**config.mk**
```make
export PLATFORM = sky130hd
export DESIGN_NAME = fp_divider
export DESIGN_NICKNAME = d
export VERILOG_FILES = /design/src/rtl/fp_pkg.sv /design/src/rtl/fp_classify.sv /design/src/rtl/fp_divider.sv
export SDC_FILE = /design/constraint.sdc
export NUM_CORES = 1
export LEC_CHECK = 0
export ABC_AREA = 0
export BUFFER_PORTS_ARGS = -buffer_cell sky130_fd_sc_hd__buf_2
export CORE_MARGIN = 10
export CORE_UTILIZATION = 30
export CTS_CLUSTER_SIZE = 14
export DETAILED_ROUTE_END_ITERATION = 10
export PLACE_DENSITY = 0.43
export SKIP_CTS_REPAIR_TIMING = 1
export SLEW_MARGIN = 20
export SYNTH_ARGS = -nofsm -noshare
export SYNTH_HDL_FRONTEND = slang
export SYNTH_SLANG_ARGS = --single-unit
```
**constraint.sdc**
```tcl
create_clock -name i_clk -period 10.5 [get_ports i_clk]
set_clock_uncertainty 0.15 [all_clocks]
set_input_delay 2.1 -clock i_clk [delete_from_list [all_inputs] [get_ports i_clk]]
set_output_delay 2.1 -clock i_clk [all_outputs]
set_load 0.03 [all_outputs]
```
**src/rtl/fp_pkg.sv**
```systemverilog
// Shared definitions for the single-precision divider: operand class codes,
// number-format constants and the divider FSM state encoding.
package fp_pkg;

    localparam int          FP_BIAS    = 127;
    localparam logic [31:0] FP_NAN     = 32'hFFFF_FFFF;
    localparam logic [30:0] FP_INF_MAG = 31'h7F80_0000;

    typedef enum logic [2:0] {
        CLS_ZERO = 3'b000,
        CLS_SUBN = 3'b001,
        CLS_NORM = 3'b011,
        CLS_INF  = 3'b100,
        CLS_NAN  = 3'b110
    } fp_class_e;

    typedef enum logic [2:0] {
        ST_IDLE,
        ST_UNPACK,
        ST_NORM,
        ST_DIV,
        ST_PACK,
        ST_DONE
    } fp_state_e;

endpackage

```
**src/rtl/fp_classify.sv**
```systemverilog
// Classifies one single-precision operand and counts the leading zeros of its
// 24-bit significand with the hidden bit cleared (normalising shift for subnormals).
module fp_classify
    import fp_pkg::*;
(
    input  logic [31:0] op_i,
    output logic        sign_o,
    output logic [2:0]  cls_o,
    output logic [4:0]  lz_o
);

    always_comb begin
        sign_o = op_i[31];
        if (op_i[30:23] == 8'h00) begin
            cls_o = (op_i[22:0] == '0) ? CLS_ZERO : CLS_SUBN;
        end else if (op_i[30:23] == 8'hFF) begin
            cls_o = (op_i[22:0] == '0) ? CLS_INF : CLS_NAN;
        end else begin
            cls_o = CLS_NORM;
        end
    end

    // The last (highest) set bit wins, giving the count for {1'b0, mantissa}
    always_comb begin
        lz_o = 5'd24;
        for (int i = 0; i < 23; i++) begin
            if (op_i[i]) begin
                lz_o = 5'(23 - i);
            end
        end
    end

endmodule

```
**src/rtl/fp_divider.sv**
```systemverilog
// Sequential single-precision divider: restoring radix-2 mantissa division,
// truncating rounding, gradual underflow, overflow to signed infinity.
module fp_divider
    import fp_pkg::*;
#(
    parameter int EXP_W  = 8,
    parameter int MANT_W = 23,
    parameter int BIAS   = FP_BIAS
) (
    input  logic        i_clk,
    input  logic        i_rst,
    input  logic        i_valid,
    output logic        o_ready,
    input  logic [31:0] i_a,
    input  logic [31:0] i_b,
    output logic        o_valid,
    output logic [31:0] o_res
);

    localparam int SIG_W = MANT_W + 1;
    localparam int EMAX  = (1 << EXP_W) - 1;

    fp_state_e          state_q;
    logic [31:0]        a_q, b_q, res_q;
    logic               valid_q, sign_q;
    logic [SIG_W:0]     rem_q;
    logic [MANT_W:0]    divsr_q, quo_q;
    logic signed [10:0] exp_q;
    logic [4:0]         cnt_q;

    logic               signA, signB;
    logic [2:0]         clsA, clsB;
    logic [4:0]         lzA, lzB;

    logic               specialHit_d;
    logic [31:0]        specialRes_d, packRes_d;
    logic [MANT_W:0]    sigA_d, sigB_d, remDiff_d;
    logic signed [10:0] expA_d, expB_d, er_d, shAmt_d;
    logic [MANT_W-1:0]  subn_d;

    fp_classify uClassA (.op_i(a_q), .sign_o(signA), .cls_o(clsA), .lz_o(lzA));
    fp_classify uClassB (.op_i(b_q), .sign_o(signB), .cls_o(clsB), .lz_o(lzB));

    always_comb begin
        specialHit_d = 1'b1;
        specialRes_d = FP_NAN;
        if (clsA == CLS_NAN || clsB == CLS_NAN) begin
            specialRes_d = FP_NAN;
        end else if ((clsA == CLS_INF && clsB == CLS_INF) ||
                     (clsA == CLS_ZERO && clsB == CLS_ZERO)) begin
            specialRes_d = FP_NAN;
        end else if (clsA == CLS_INF || clsB == CLS_ZERO) begin
            specialRes_d = {signA ^ signB, FP_INF_MAG};
        end else if (clsA == CLS_ZERO || clsB == CLS_INF) begin
            specialRes_d = {signA ^ signB, 31'b0};
        end else begin
            specialHit_d = 1'b0;
        end
    end

    // Subnormals are normalised so both significands carry a leading one
    always_comb begin
        sigA_d = (clsA == CLS_SUBN) ? ({1'b0, a_q[MANT_W-1:0]} << lzA) : {1'b1, a_q[MANT_W-1:0]};
        sigB_d = (clsB == CLS_SUBN) ? ({1'b0, b_q[MANT_W-1:0]} << lzB) : {1'b1, b_q[MANT_W-1:0]};
        expA_d = (clsA == CLS_SUBN) ? 11'sd1 - $signed({6'b0, lzA}) : $signed({3'b000, a_q[MANT_W +: EXP_W]});
        expB_d = (clsB == CLS_SUBN) ? 11'sd1 - $signed({6'b0, lzB}) : $signed({3'b000, b_q[MANT_W +: EXP_W]});
        er_d   = expA_d - expB_d + $signed(11'(BIAS));
    end

    assign remDiff_d = (MANT_W + 1)'(rem_q - {1'b0, divsr_q});
    assign shAmt_d   = 11'sd1 - exp_q;
    assign subn_d    = MANT_W'(quo_q >> shAmt_d[4:0]);

    always_comb begin
        if (exp_q >= $signed(11'(EMAX))) begin
            packRes_d = {sign_q, FP_INF_MAG};
        end else if (exp_q >= 11'sd1) begin
            packRes_d = {sign_q, exp_q[EXP_W-1:0], quo_q[MANT_W-1:0]};
        end else if (shAmt_d <= 11'sd23) begin
            packRes_d = {sign_q, 8'h00, subn_d};
        end else begin
            packRes_d = {sign_q, 31'b0};
        end
    end

    always_ff @(posedge i_clk or posedge i_rst) begin
        if (i_rst) begin
            state_q <= ST_IDLE;
            a_q     <= '0;
            b_q     <= '0;
            res_q   <= '0;
            valid_q <= 1'b0;
            sign_q  <= 1'b0;
            rem_q   <= '0;
            divsr_q <= '0;
            quo_q   <= '0;
            exp_q   <= '0;
            cnt_q   <= '0;
        end else begin
            valid_q <= 1'b0;
            case (state_q)
                ST_IDLE, ST_DONE: begin
                    if (i_valid) begin
                        a_q     <= i_a;
                        b_q     <= i_b;
                        state_q <= ST_UNPACK;
                    end else begin
                        state_q <= ST_IDLE;
                    end
                end
                ST_UNPACK: begin
                    sign_q <= signA ^ signB;
                    if (specialHit_d) begin
                        res_q   <= specialRes_d;
                        valid_q <= 1'b1;
                        state_q <= ST_DONE;
                    end else begin
                        state_q <= ST_NORM;
                    end
                end
                ST_NORM: begin
                    // Pre-shifting the dividend keeps the quotient MSB set
                    if (sigA_d < sigB_d) begin
                        rem_q <= {sigA_d, 1'b0};
                        exp_q <= er_d - 11'sd1;
                    end else begin
                        rem_q <= {1'b0, sigA_d};
                        exp_q <= er_d;
                    end
                    divsr_q <= sigB_d;
                    quo_q   <= '0;
                    cnt_q   <= '0;
                    state_q <= ST_DIV;
                end
                ST_DIV: begin
                    if (rem_q >= {1'b0, divsr_q}) begin
                        quo_q <= {quo_q[MANT_W-1:0], 1'b1};
                        rem_q <= {remDiff_d, 1'b0};
                    end else begin
                        quo_q <= {quo_q[MANT_W-1:0], 1'b0};
                        rem_q <= {rem_q[MANT_W:0], 1'b0};
                    end
                    cnt_q <= cnt_q + 5'd1;
                    if (cnt_q == 5'(MANT_W)) begin
                        state_q <= ST_PACK;
                    end
                end
                ST_PACK: begin
                    res_q   <= packRes_d;
                    valid_q <= 1'b1;
                    state_q <= ST_DONE;
                end
                default: state_q <= ST_IDLE;
            endcase
        end
    end

    assign o_ready = (state_q == ST_IDLE) || (state_q == ST_DONE);
    assign o_valid = valid_q;
    assign o_res   = res_q;

endmodule

```
==> metrics.md <==
| Metric | Value |
|---|---|
| Detailed Route Iter0 Violations | 1382 |
| Tmin final | 7620 ps |
| CP Capture Type | flop |
| Clk Latency, worst-skew pair | 500 ps |
| Yosys warns | 0 |
| Ys async rst share | 100% |
| CP Max Fanout | 30 |
| Detail Route met2 WL | 28000 um |
| Met3 WL | 2790 um |
| Core Region | 52300 um2 |
| Final Wtd Congestion | 0.926 |
| Ant diodes | 0 |
| Die Ht | 250 um |
| Psw | 3690 uW |
| Syn Area/Cell | 8.17 um2 |
| RSZ-0062 raised after global routing | no |
| DR vias | 15200 |
| Vias/cell | 5.75 |
| Initial DRT Pass Iterations | 6 |
| Starting Density | 30.2% |
| DR top layer | met4 |
| CTS Buf Count | 17 |
| Area grow syn2layout | 10.3% |
| Cell Rows | 84 |
| Fmax | 131 MHz |
| FILL cells | 5544 |
| Drt total wl | 59700 um |
| # H-tree levels | 4 |
| Max IR drop VDD | 162 uV |
| FF+latch count, synth | 190 |
| Number of port buffers | 100 |
| HP Class | reg2reg |
| Dpl cells | 2610 |
| Critical path class | reg2reg |
| Finish-stage setup viols | 0 |
| Root Driver | clkbuf_16 |
| Final hold vios | 0 |
| Die Footprint | 62300 um2 |
| Status | complete, no violations |
| Mapped cell area | 15800 um2 |
| Antenna Nets Post-Route | 0 |
| First-pass GRT wire length | 93300 um |
| Top FF cell, synth | dfrtp_1 |
| Non-filler cells, final | 2643 |
| Drt drc | 0 |
| Routed wire per std cell | 22.6 um |
| Arr. time, crit path | 7820 ps |
| Leak | 0.00745 uW |
| Flop pwr share | 22.3% |
| Total track usage | 18.8% |
| Slew of the pin with the lowest slew margin | 1150 ps |
| CTS tree | yes |
| Int Pwr | 3130 uW |
| Maxcap violations | 0 |
| Post-synth EDFFs | 0 |
| Rel. slew slack | 23.0% |
| Nets | 2083 |
| Initial antenna violation count | 0 |
| Startpoint Class | flop |
| Area after DPL | 16800 um2 |
| Combinational power share | 67.9% |
| Share of cells above drive strength 1 | 14.6% |
| I/O pin total | 101 |
| CTS sink cnt | 190 |
| Worst Path Required | 10700 ps |
| Reg2reg setup slack | 2880 ps |
| Clock power share | 9.8% |
| Net Sw Frac | 54.1% |
| Post-synth cell types | 99 |
| Metal-1 WL | 27200 um |
| Final period util | 72.5% |
| Synth Instances | 1934 |
| Die X | 250 um |
| Max Buffers Root-to-Sink | 2 |
| Vias in the first global route | 14900 |
| Max Slew Vio Count | 0 |
| Clock transition at path regs | 80 ps |
| Syn Nets | 2075 |
| Final non-filler cell area | 17400 um2 |
| Pin count of the biggest net entering global routing | 121 |
| Grt ovf | 0 |
| Setup TNS | 0 ps |
| Power Dens Cells | 392 nW/um2 |
| Dpl hpwl | 45200 um |
| Sequential share of the synthesized area | 30.1% |
cells by family after synthesis:
logic type,share of synthesized area [%]
fa+ha+maj,5.95
other cells,0.0475
flops,30.1
simple gates,19.6
compound gates,25.4
mux,11.0
xor+xnor,2.16
buf+inv,5.76
state kept, by name, summed over array words and instances (netlist names):
register	cells
a_q	32
b_q	32
o_res	32
rem_q	25
divsr_q	24
quo_q	24
exp_q	11
cnt_q	5
state_q	3
o_valid	1
sign_q	1
per-stage QoR:
| step | power, uW | hold slack [ps] | utilization [%] | setup slack [ps] |
|---|---|---|---|---|
| after floorplan | 4780 | 268 | - | 3080 |
| after global placement | 6100 | 284 | 32.1 | 3110 |
| after detailed placement | 6090 | 289 | 32.1 | 3130 |
| after CTS | 6790 | 309 | 33.2 | 3090 |
| after global routing | 7370 | 332 | 33.3 | 2450 |
| final | 6830 | 304 | 33.3 | 2880 |
cell type report:
cell class | count | area, um2 | area share (%)
timing repair buffer | 126 | 716 | 4.10
multi-input combinational | 1522 | 10200 | 58.5
tap | 688 | 861 | 4.94
clock buffer | 18 | 439 | 2.52
inverter | 85 | 332 | 1.90
clock inverter | 14 | 141 | 0.811
sequential | 190 | 4750 | 27.3
power by group through the flow:
stage               combinational (uW)  sequential (uW)  clock (uW)
finish                            4630             1520         668
global route                      5080             1580         716
CTS                               4580             1520         694
detailed placement                4560             1530           0
global placement                  4570             1530           0
floorplan                         3450             1330           0
path summary, 6_finish.rpt:
check | start | cells after the start | to
max | a_q[0]$_DFFE_PP0P_ | 20 | exp_q[9]$_DFFE_PP0P_
min | divsr_q[23]$_DFFE_PP0P_ | 2 | divsr_q[23]$_DFFE_PP0P_
max reg2reg | a_q[0]$_DFFE_PP0P_ | 20 | exp_q[9]$_DFFE_PP0P_
min reg2reg | divsr_q[23]$_DFFE_PP0P_ | 2 | divsr_q[23]$_DFFE_PP0P_
max in group asynchronous | i_rst | 4 | a_q[24]$_DFFE_PP0P_
min in group asynchronous | i_rst | 2 | divsr_q[16]$_DFFE_PP0P_
metal layers:
layer,vias up,track usage (%)
met4,0,6.91
met3,96,2.79
met2,481,30.3
met1,7461,25.1
met5,-,0
li1,7164,-
cells in the final DEF, fill, tap and decap left out, types with 22 or more instances in the layout:
| cell type | synthesis | routed |
|---|---|---|
| nand3_1 | 67 | 67 |
| a221oi_1 | 24 | 24 |
| o21ai_1 | 47 | 47 |
| buf_2 | 22 | 100 |
| nand2_1 | 250 | 249 |
| dfrtp_1 | 190 | 190 |
| nor2b_1 | 27 | 26 |
| o22ai_1 | 25 | 25 |
| a31oi_1 | 26 | 25 |
| nand4_1 | 25 | 25 |
| o21ai_0 | 101 | 101 |
| a22oi_1 | 25 | 25 |
| nor3_1 | 52 | 52 |
| a211oi_1 | 35 | 35 |
| nor2_1 | 138 | 138 |
| mux2i_1 | 71 | 71 |
| xnor2_1 | 23 | 22 |
| a21oi_1 | 106 | 106 |
| mux2_2 | 62 | 62 |
| o211ai_1 | 24 | 24 |
| ha_1 | 72 | 72 |
| inv_1 | 75 | 74 |
| buf_4 | 3 | 25 |
Yosys cell counts (9+ instances only):
cell type | instances | share of area, %
a211oi_1 | 35 | 1.7
ha_1 | 72 | 5.7
o21ai_1 | 47 | 1.5
a22oi_1 | 25 | 1.2
a21oi_1 | 106 | 3.4
and3_1 | 16 | 0.63
nand2_1 | 250 | 5.9
buf_2 | 22 | 0.70
mux2_2 | 62 | 4.4
xor2_1 | 16 | 0.89
a21o_1 | 18 | 0.85
nor3_1 | 52 | 1.6
nand3_1 | 67 | 2.1
a221oi_1 | 24 | 1.3
o21ai_0 | 101 | 3.2
and2_1 | 16 | 0.63
mux4_2 | 12 | 1.7
xnor2_1 | 23 | 1.3
dfrtp_1 | 190 | 30
o211ai_1 | 24 | 1.1
o2bb2ai_1 | 9 | 0.50
nor2b_1 | 27 | 1.1
a31oi_1 | 26 | 1.0
buf_1 | 12 | 0.28
o31ai_1 | 18 | 0.85
inv_1 | 75 | 1.8
nor4_1 | 15 | 0.59
o22ai_1 | 25 | 0.99
nand2b_1 | 12 | 0.47
or3_1 | 12 | 0.47
nand4_1 | 25 | 0.99
clkbuf_1 | 96 | 2.3
mux2i_1 | 71 | 4.5
nor2_1 | 138 | 3.3
o21a_1 | 18 | 0.85
critical path, cell delays in order, from the launching register on:
cell and delay (ps):
dfrtp_1 650, nor2_1 100, o31a_1 300, o211ai_1 570, and2_1 220, buf_4 280
inv_2 330, a32oi_1 300, o21ai_0 190, a222oi_1 870, inv_1 110, ha_1 210
a2111oi_0 370, o21ai_1 130, a311o_1 370, a221oi_2 430, nand2_1 540, or4_1 660
nor4b_1 390, xor2_1 190, o21ai_1 70
Power figures use the tool's default switching activity.
